**config.mk**
```make
export PLATFORM = sky130hd
export DESIGN_NAME = bus_dma_copier
export DESIGN_NICKNAME = d
export VERILOG_FILES = /design/src/rtl/bus_dma_copier.sv
export SDC_FILE = /design/constraint.sdc
export NUM_CORES = 1
export LEC_CHECK = 0
export CAP_MARGIN = 10
export CELL_PAD_IN_SITES_DETAIL_PLACEMENT = 0
export CELL_PAD_IN_SITES_GLOBAL_PLACEMENT = 1
export CORE_ASPECT_RATIO = 1.4
export CORE_MARGIN = 1
export CORE_UTILIZATION = 34
export DETAILED_ROUTE_END_ITERATION = 7
export PLACE_DENSITY = 0.73
export SYNTH_ARGS = -nofsm -noshare
export SYNTH_HDL_FRONTEND = slang
export SYNTH_SLANG_ARGS = --single-unit
export TNS_END_PERCENT = 100
```
**constraint.sdc**
```tcl
create_clock -name clk -period 3.5 [get_ports clk]
set_input_delay 1.05 -clock clk [delete_from_list [all_inputs] [get_ports clk]]
set_output_delay 1.05 -clock clk [all_outputs]
set_load 0.02 [all_outputs]
```
**src/rtl/bus_dma_copier.sv**
```systemverilog
// bus_dma_copier: bus initiator that copies a block of 32-bit words from a
// source region to a destination region, one read followed by one write per word.
//
// Optional feature macro: BUS_DMA_COPIER_FILL_EN
//   When defined, adds fill/fill_value. A start with fill=1 skips the reads and
//   writes fill_value to count consecutive words (one bus cycle per word).
//
// Ports
//   clk          clock
//   reset        synchronous reset, active-low (0 = reset)
//   start        one-cycle request, sampled only while idle
//   src_addr     source byte address (bits [1:0] forced to 0)
//   dst_addr     destination byte address (bits [1:0] forced to 0)
//   count        number of words to copy (0 = immediate done)
//   abort        level, evaluated at each write handshake
//   fill         (FILL_EN only) fill mode select, sampled with start
//   fill_value   (FILL_EN only) word written in fill mode
//   busy         high from the cycle after an accepted start until the final handshake
//   done         one-cycle pulse after the transfer ends
//   bus_valid    transaction request
//   bus_ready    responder completes the transaction this cycle
//   bus_address  word-aligned byte address
//   bus_wstrobe  4'b0000 = read, 4'b1111 = full-word write
//   bus_wdata    write data
//   bus_rdata    read data, valid on a read handshake

module bus_dma_copier #(
   parameter int unsigned COUNT_WIDTH = 16
) (
   input  logic                   clk,
   input  logic                   reset,
   input  logic                   start,
   input  logic [31:0]            src_addr,
   input  logic [31:0]            dst_addr,
   input  logic [COUNT_WIDTH-1:0] count,
   input  logic                   abort,
`ifdef BUS_DMA_COPIER_FILL_EN
   input  logic                   fill,
   input  logic [31:0]            fill_value,
`endif
   output logic                   busy,
   output logic                   done,
   output logic                   bus_valid,
   input  logic                   bus_ready,
   output logic [31:0]            bus_address,
   output logic [3:0]             bus_wstrobe,
   output logic [31:0]            bus_wdata,
   input  logic [31:0]            bus_rdata
);

   localparam int unsigned ADDR_W = 32;
   localparam int unsigned DATA_W = 32;
   localparam int unsigned STRB_W = 4;

   localparam logic [1:0] S_IDLE   = 2'd0;
   localparam logic [1:0] S_READ   = 2'd1;
   localparam logic [1:0] S_WRITE  = 2'd2;
   localparam logic [1:0] S_FINISH = 2'd3;

   logic [1:0]             state_q, state_d;
   logic [ADDR_W-1:0]      src_q, src_d;
   logic [ADDR_W-1:0]      dst_q, dst_d;
   logic [COUNT_WIDTH-1:0] rem_q, rem_d;
   logic [DATA_W-1:0]      data_q, data_d;

   logic                   busy_q, busy_d;
   logic                   done_q, done_d;
   logic                   bus_valid_q, bus_valid_d;
   logic [ADDR_W-1:0]      bus_address_q, bus_address_d;
   logic [STRB_W-1:0]      bus_wstrobe_q, bus_wstrobe_d;
   logic [DATA_W-1:0]      bus_wdata_q, bus_wdata_d;

   // Fill-mode flag: a real register only when the feature is built in.
`ifdef BUS_DMA_COPIER_FILL_EN
   logic                   fill_q, fill_d;
`else
   logic                   fill_q;
   assign fill_q = 1'b0;
`endif

   // Next-state, datapath and registered-output computation.
   always_comb begin
      state_d       = state_q;
      src_d         = src_q;
      dst_d         = dst_q;
      rem_d         = rem_q;
      data_d        = data_q;
`ifdef BUS_DMA_COPIER_FILL_EN
      fill_d        = fill_q;
`endif

      case (state_q)
         S_IDLE: begin
            if (start) begin
               src_d = {src_addr[ADDR_W-1:2], 2'b00};
               dst_d = {dst_addr[ADDR_W-1:2], 2'b00};
               rem_d = count;
`ifdef BUS_DMA_COPIER_FILL_EN
               fill_d = fill;
               if (count == '0) begin
                  state_d = S_FINISH;
               end else if (fill) begin
                  data_d  = fill_value;
                  state_d = S_WRITE;
               end else begin
                  state_d = S_READ;
               end
`else
               state_d = (count == '0) ? S_FINISH : S_READ;
`endif
            end
         end
         S_READ: begin
            if (bus_ready) begin
               data_d  = bus_rdata;
               state_d = S_WRITE;
            end
         end
         S_WRITE: begin
            if (bus_ready) begin
               src_d = src_q + ADDR_W'(4);
               dst_d = dst_q + ADDR_W'(4);
               rem_d = rem_q - COUNT_WIDTH'(1);
               // Abort and end-of-block are only honoured at a write handshake.
               if ((rem_q == COUNT_WIDTH'(1)) || abort) begin
                  state_d = S_FINISH;
               end else if (fill_q) begin
                  state_d = S_WRITE;
               end else begin
                  state_d = S_READ;
               end
            end
         end
         S_FINISH: begin
            state_d = S_IDLE;
         end
         default: begin
            state_d = S_IDLE;
         end
      endcase

      // Outputs are derived from the next state so they line up with it once registered.
      bus_valid_d   = (state_d == S_READ) || (state_d == S_WRITE);
      busy_d        = bus_valid_d;
      done_d        = (state_d == S_FINISH);
      bus_address_d = bus_address_q;
      bus_wstrobe_d = '0;
      bus_wdata_d   = bus_wdata_q;
      if (state_d == S_READ) begin
         bus_address_d = src_d;
      end else if (state_d == S_WRITE) begin
         bus_address_d = dst_d;
         bus_wstrobe_d = {STRB_W{1'b1}};
         bus_wdata_d   = data_d;
      end
   end

   // State and output registers, synchronous active-low reset.
   always_ff @(posedge clk) begin
      if (!reset) begin
         state_q       <= S_IDLE;
         src_q         <= '0;
         dst_q         <= '0;
         rem_q         <= '0;
         data_q        <= '0;
         busy_q        <= 1'b0;
         done_q        <= 1'b0;
         bus_valid_q   <= 1'b0;
         bus_address_q <= '0;
         bus_wstrobe_q <= '0;
         bus_wdata_q   <= '0;
`ifdef BUS_DMA_COPIER_FILL_EN
         fill_q        <= 1'b0;
`endif
      end else begin
         state_q       <= state_d;
         src_q         <= src_d;
         dst_q         <= dst_d;
         rem_q         <= rem_d;
         data_q        <= data_d;
         busy_q        <= busy_d;
         done_q        <= done_d;
         bus_valid_q   <= bus_valid_d;
         bus_address_q <= bus_address_d;
         bus_wstrobe_q <= bus_wstrobe_d;
         bus_wdata_q   <= bus_wdata_d;
`ifdef BUS_DMA_COPIER_FILL_EN
         fill_q        <= fill_d;
`endif
      end
   end

   assign busy        = busy_q;
   assign done        = done_q;
   assign bus_valid   = bus_valid_q;
   assign bus_address = bus_address_q;
   assign bus_wstrobe = bus_wstrobe_q;
   assign bus_wdata   = bus_wdata_q;

endmodule

```
==> results, run 1 <==
- The flow ran to the end, but the final reports show violations.
- The final reports fail on DRC.
- The total number of vias is 9,113.
- The largest total area in the synthesized netlist belongs to sky130_fd_sc_hd__dfxtp_1.
- The wire length the detailed router placed on met1 is approximately 13,000 um.
- A synthesized cell averages 8.41 um2.
- The critical path startpoint category is an input port.
- The number of global-route vias before repair is 8,846.
- The total net switching power is 1.93 mW.
- The number of clock buffers added by TritonCTS is 17.
- Yosys mapped a number of flops with a built-in enable equal to 0.
- For this design the ratio of total power to cell area is 469 nW/um2.
- The initial antenna violation count is 0.
- The number of max-slew violations in the final report was 0.
- The final number of setup-violating endpoints is 0.
- The share of synthesized area in the top cell type comes to 0.404.
- From synthesis to final layout, the design area changed by 38.8%.
- The maximum fanout encountered on the critical timing path is 6.
- Across the run, the number of max-cap violations was 0.
- The cell internal power dissipation is 3.91 mW.
- The critical path is of the in2reg type.
- The antenna violation net count after detailed routing is 0.
- The worst min-delay path class is reg2reg.
- The met2 routed wirelength is roughly 15,000 um.
- Dividing the detail-routed via count by the number of cells gives 5.61.
- Prior to clock tree synthesis, the placed netlist has a worst setup slack of -0.462 ns.
- For this configuration, the core starts out at a cell density of 0.345.
- The worst path needs ~3.4 ns of the cycle, external delays included.
- TritonCTS built the clock tree.
- The setup slack after layout is about 0.1 ns.
- The share of total power dissipated in combinational logic is 0.251.
- For this run, the number of Yosys warnings is 0.
- On the final layout, the worst clock skew is roughly 0.014 ns.
- The buffer count from post-CTS setup fixing is 0.
- For this run, the register share of the synthesized area comes to 0.404.
- For the pin with the worst max-slew slack, the measured transition is approximately 0.69 ns.
- Of the cells placed in the final design, the portion with a size suffix greater than 1 is 0.147.
- The total routing resource utilization after global routing is 0.235.
- Yosys mapped the design onto slightly above 80 distinct sky130hd cell types.
- The endpoint required time on the critical path is slightly below 4 ns.
- The final core utilization is 0.478.
- After clock tree synthesis, the clock-pin slew on the worst setup and hold paths is ~0.070 ns.
- After detailed routing, the total wire length is between 30,000 and 40,000 um.
- The number of buffers added to fix hold violations after cts is 0.
- CTS saw roughly 180 sinks.
- After the last flow step, the layout net total stands at 1,412.
- The number of antenna diodes in the final layout is 0.
- Measured against its own limit, the worst slew margin works out to 0.538.
- The H-tree depth reported by CTS is 4.
- VDD sags by at most 0.000318 V.
- Dividing the detail-routed wire length by the instance count gives approximately 20 um.
- The remaining design rule violation count is 9.
- The number of violations reported at the end of detailed-routing iteration 0 is 514.
- The portion of the clock cycle consumed by the worst path in the final layout is 0.972.
- The initialized floorplan defines 70 standard-cell rows.
- The highest layer touched by signal routing is met4.
- The placeable core region is between 20,000 and 30,000 um2.
- The data arrival at the endpoint of the critical path is around 3.8 ns.
- The part of the total power dissipated in sequential elements is 0.415.
- The first-pass GRT wire length is slightly below 50,000 um.
- Of the total power, the share spent switching nets is 0.331.
- Based on the critical path, the design can be clocked at up to about 0.29 GHz.
- After global routing the overflow that remains totals 0.
- The net count after synthesis is 1,190.
- The number of instances in the synthesized netlist is ~1.1k.
- The final hold violation count was 0.
- The share of total power dissipated in the clock network is 0.335.
- At the end of routability-driven placement, the weighted congestion stood at 0.889.
- The clock latency reported for the late side of the worst-skew pair is 0.45 ns.
- Counting flops and latches in the post-synthesis netlist gives about 180.
- Sorting the synthesized cells by area gives the leading types as sky130_fd_sc_hd__dfxtp_1, sky130_fd_sc_hd__nor2_1, sky130_fd_sc_hd__mux2i_1.
- The horizontal extent of the die is 139 um.
- From bottom edge to top edge, the die measures a little under 200 um.
- The number of buffers inserted by port buffering is roughly 180.
- The top-level I/O count is 188.
- The tree is rooted in a sky130_fd_sc_hd__clkbuf_16.
- STA classifies the critical path endpoint as a register.
- The die area is around 27,000 um2.
- For this run, asynchronously set or reset flops after synthesis account for 0.
- The number of detailed-route iterations in the first pass is 8.
- The HPWL reported at the end of detailed placement is 23,000 um.
- For this run, the leading register cell type out of synthesis is sky130_fd_sc_hd__dfxtp_1.
- The maximum number of pins on one net before global-route repair is 79.
- Summed over all nets, wire length on met3 after detailed routing comes to 1980 um.
- The clock passes through at most 2 buffers.
- The area of the mapped netlist is 8960 um2.
- Summed over all cells, the static leakage comes to around 4.8 nW.
-- logic make-up after synthesis --
kind of cell / synth area share
simple gates: 0.241
compound gates: 0.225
flops: 0.404
buf+inv: 0.0511
mux: 0.0646
fa+ha+maj: 0.00977
xor+xnor: 0.00391
-- path summary, 6_finish.rpt --
check / start / to / slack (ns) / depth (start not counted)
max: count[9] / bus_address[26] / 0.1 / 15
max reg2reg: rem_q[7] / bus_address[26] / 0.39 / 12
min: bus_address[0] / bus_address[0] / 0.47 / 2
min reg2reg: bus_address[0] / bus_address[0] / 0.47 / 2
-- state kept, by name, indices dropped and copies added, names as in the netlist --
register     flops
dst_q           32
bus_wstrobe      1
data_q          32
bus_valid        1
bus_wdata       32
bus_address     32
rem_q           16
state_q          2
src_q           32
done             1
-- power groups by stage --
stage | logic, mW | registers, mW | clock network (mW)
2_1_floorplan | 0.658 | 2.51 | 0
5_1_grt | 1.58 | 2.45 | 2.07
6_report | 1.46 | 2.42 | 1.95
3_3_place_gp | 1.42 | 2.46 | 0
4_1_cts | 1.44 | 2.42 | 1.99
3_5_place_dp | 1.43 | 2.46 | 0
-- per-stage QoR --
step                      total power [mW]  TNS, ns  instances  instance area (um2)  hold WS [ns]
final                                 5.83        0       1625                12400         0.467
after global routing                  6.10  -0.0319       1625                12400         0.493
after CTS                             5.85        0       1624                12300         0.472
after detailed placement              3.89   -15.90       1592                11700         0.463
after global placement                3.88   -16.29       1592                11700         0.448
after floorplan                       3.17        0       1066                 8960         0.431
-- area by class of cell --
type,instances,area [um2]
clock buffers,18,439
repair buffers,291,2740
flip-flops and latches,181,3620
inverters,23,92.6
clock inverters,14,154
multi-input cells,774,4980
fillers,2532,13600
well taps,324,405
-- metal layers --
metal | track usage | up-vias
met5 | 0 | -
met3 | 0.0496 | 66
li1 | - | 4429
met4 | 0.135 | 0
met1 | 0.274 | 4293
met2 | 0.395 | 325
-- worst max-delay path, stage by stage --
cell                              delay [ns]
sky130_fd_sc_hd__clkdlybuf4s50_1        0.44
sky130_fd_sc_hd__nor4_2                 0.26
sky130_fd_sc_hd__nand4_1                0.20
sky130_fd_sc_hd__nor4_2                 0.31
sky130_fd_sc_hd__buf_4                  0.15
sky130_fd_sc_hd__o21bai_1               0.06
sky130_fd_sc_hd__o2bb2ai_2              0.14
sky130_fd_sc_hd__buf_4                  0.16
sky130_fd_sc_hd__ha_4                   0.17
sky130_fd_sc_hd__clkinvlp_4             0.12
sky130_fd_sc_hd__buf_12                 0.13
sky130_fd_sc_hd__nor2_1                 0.05
sky130_fd_sc_hd__buf_4                  0.16
sky130_fd_sc_hd__and2_1                 0.14
sky130_fd_sc_hd__a221oi_2               0.20
-- placed cells by master, fill, tap and decap left out, types with 13 or more instances in the layout --
cell / count
sky130_fd_sc_hd__nand2_1: 54
sky130_fd_sc_hd__a22oi_1: 13
sky130_fd_sc_hd__mux2i_1: 50
sky130_fd_sc_hd__a211oi_1: 44
sky130_fd_sc_hd__and2_1: 30
sky130_fd_sc_hd__inv_1: 19
sky130_fd_sc_hd__nor3_1: 22
sky130_fd_sc_hd__a31oi_1: 27
sky130_fd_sc_hd__o22ai_1: 24
sky130_fd_sc_hd__nand4_1: 18
sky130_fd_sc_hd__nand3_1: 30
sky130_fd_sc_hd__a21oi_1: 44
sky130_fd_sc_hd__nor4_1: 22
sky130_fd_sc_hd__clkdlybuf4s50_1: 178
sky130_fd_sc_hd__nor2_1: 145
sky130_fd_sc_hd__buf_4: 100
sky130_fd_sc_hd__dfxtp_1: 181
sky130_fd_sc_hd__and3_1: 18
sky130_fd_sc_hd__clkbuf_16: 18
sky130_fd_sc_hd__o21ai_0: 50
-- Yosys cell counts (9+ instances only) --
| cell type | count |
|---|---|
| sky130_fd_sc_hd__a22oi_1 | 13 |
| sky130_fd_sc_hd__o22ai_1 | 24 |
| sky130_fd_sc_hd__o21ai_0 | 50 |
| sky130_fd_sc_hd__nand3_1 | 31 |
| sky130_fd_sc_hd__buf_2 | 14 |
| sky130_fd_sc_hd__and3_1 | 18 |
| sky130_fd_sc_hd__nand4_1 | 18 |
| sky130_fd_sc_hd__clkbuf_1 | 65 |
| sky130_fd_sc_hd__and2_1 | 30 |
| sky130_fd_sc_hd__a21oi_1 | 45 |
| sky130_fd_sc_hd__o221ai_1 | 9 |
| sky130_fd_sc_hd__and4_1 | 10 |
| sky130_fd_sc_hd__a221oi_1 | 9 |
| sky130_fd_sc_hd__a31oi_1 | 27 |
| sky130_fd_sc_hd__inv_1 | 20 |
| sky130_fd_sc_hd__nand2b_1 | 10 |
| sky130_fd_sc_hd__dfxtp_1 | 181 |
| sky130_fd_sc_hd__nor3_1 | 23 |
| sky130_fd_sc_hd__nor2_1 | 146 |
| sky130_fd_sc_hd__mux2i_1 | 50 |
| sky130_fd_sc_hd__nor4_1 | 25 |
| sky130_fd_sc_hd__nand2_1 | 55 |
| sky130_fd_sc_hd__a211oi_1 | 45 |
-- what timing repair did --
item,4_1_cts,5_1_grt
cloned,0,1
gates resized for setup,1,19
endpoints found under the setup margin,2,30
pin swaps,0,5
Note: power is estimated with default switching activity, not from simulation.
==> inputs of run 2 (changes only) <==
Settings changed: GPL_ROUTABILITY_DRIVEN set to 0.
==> results of run 2 <==
No change in the layout: final DEF, timing and power equal those of run 1.
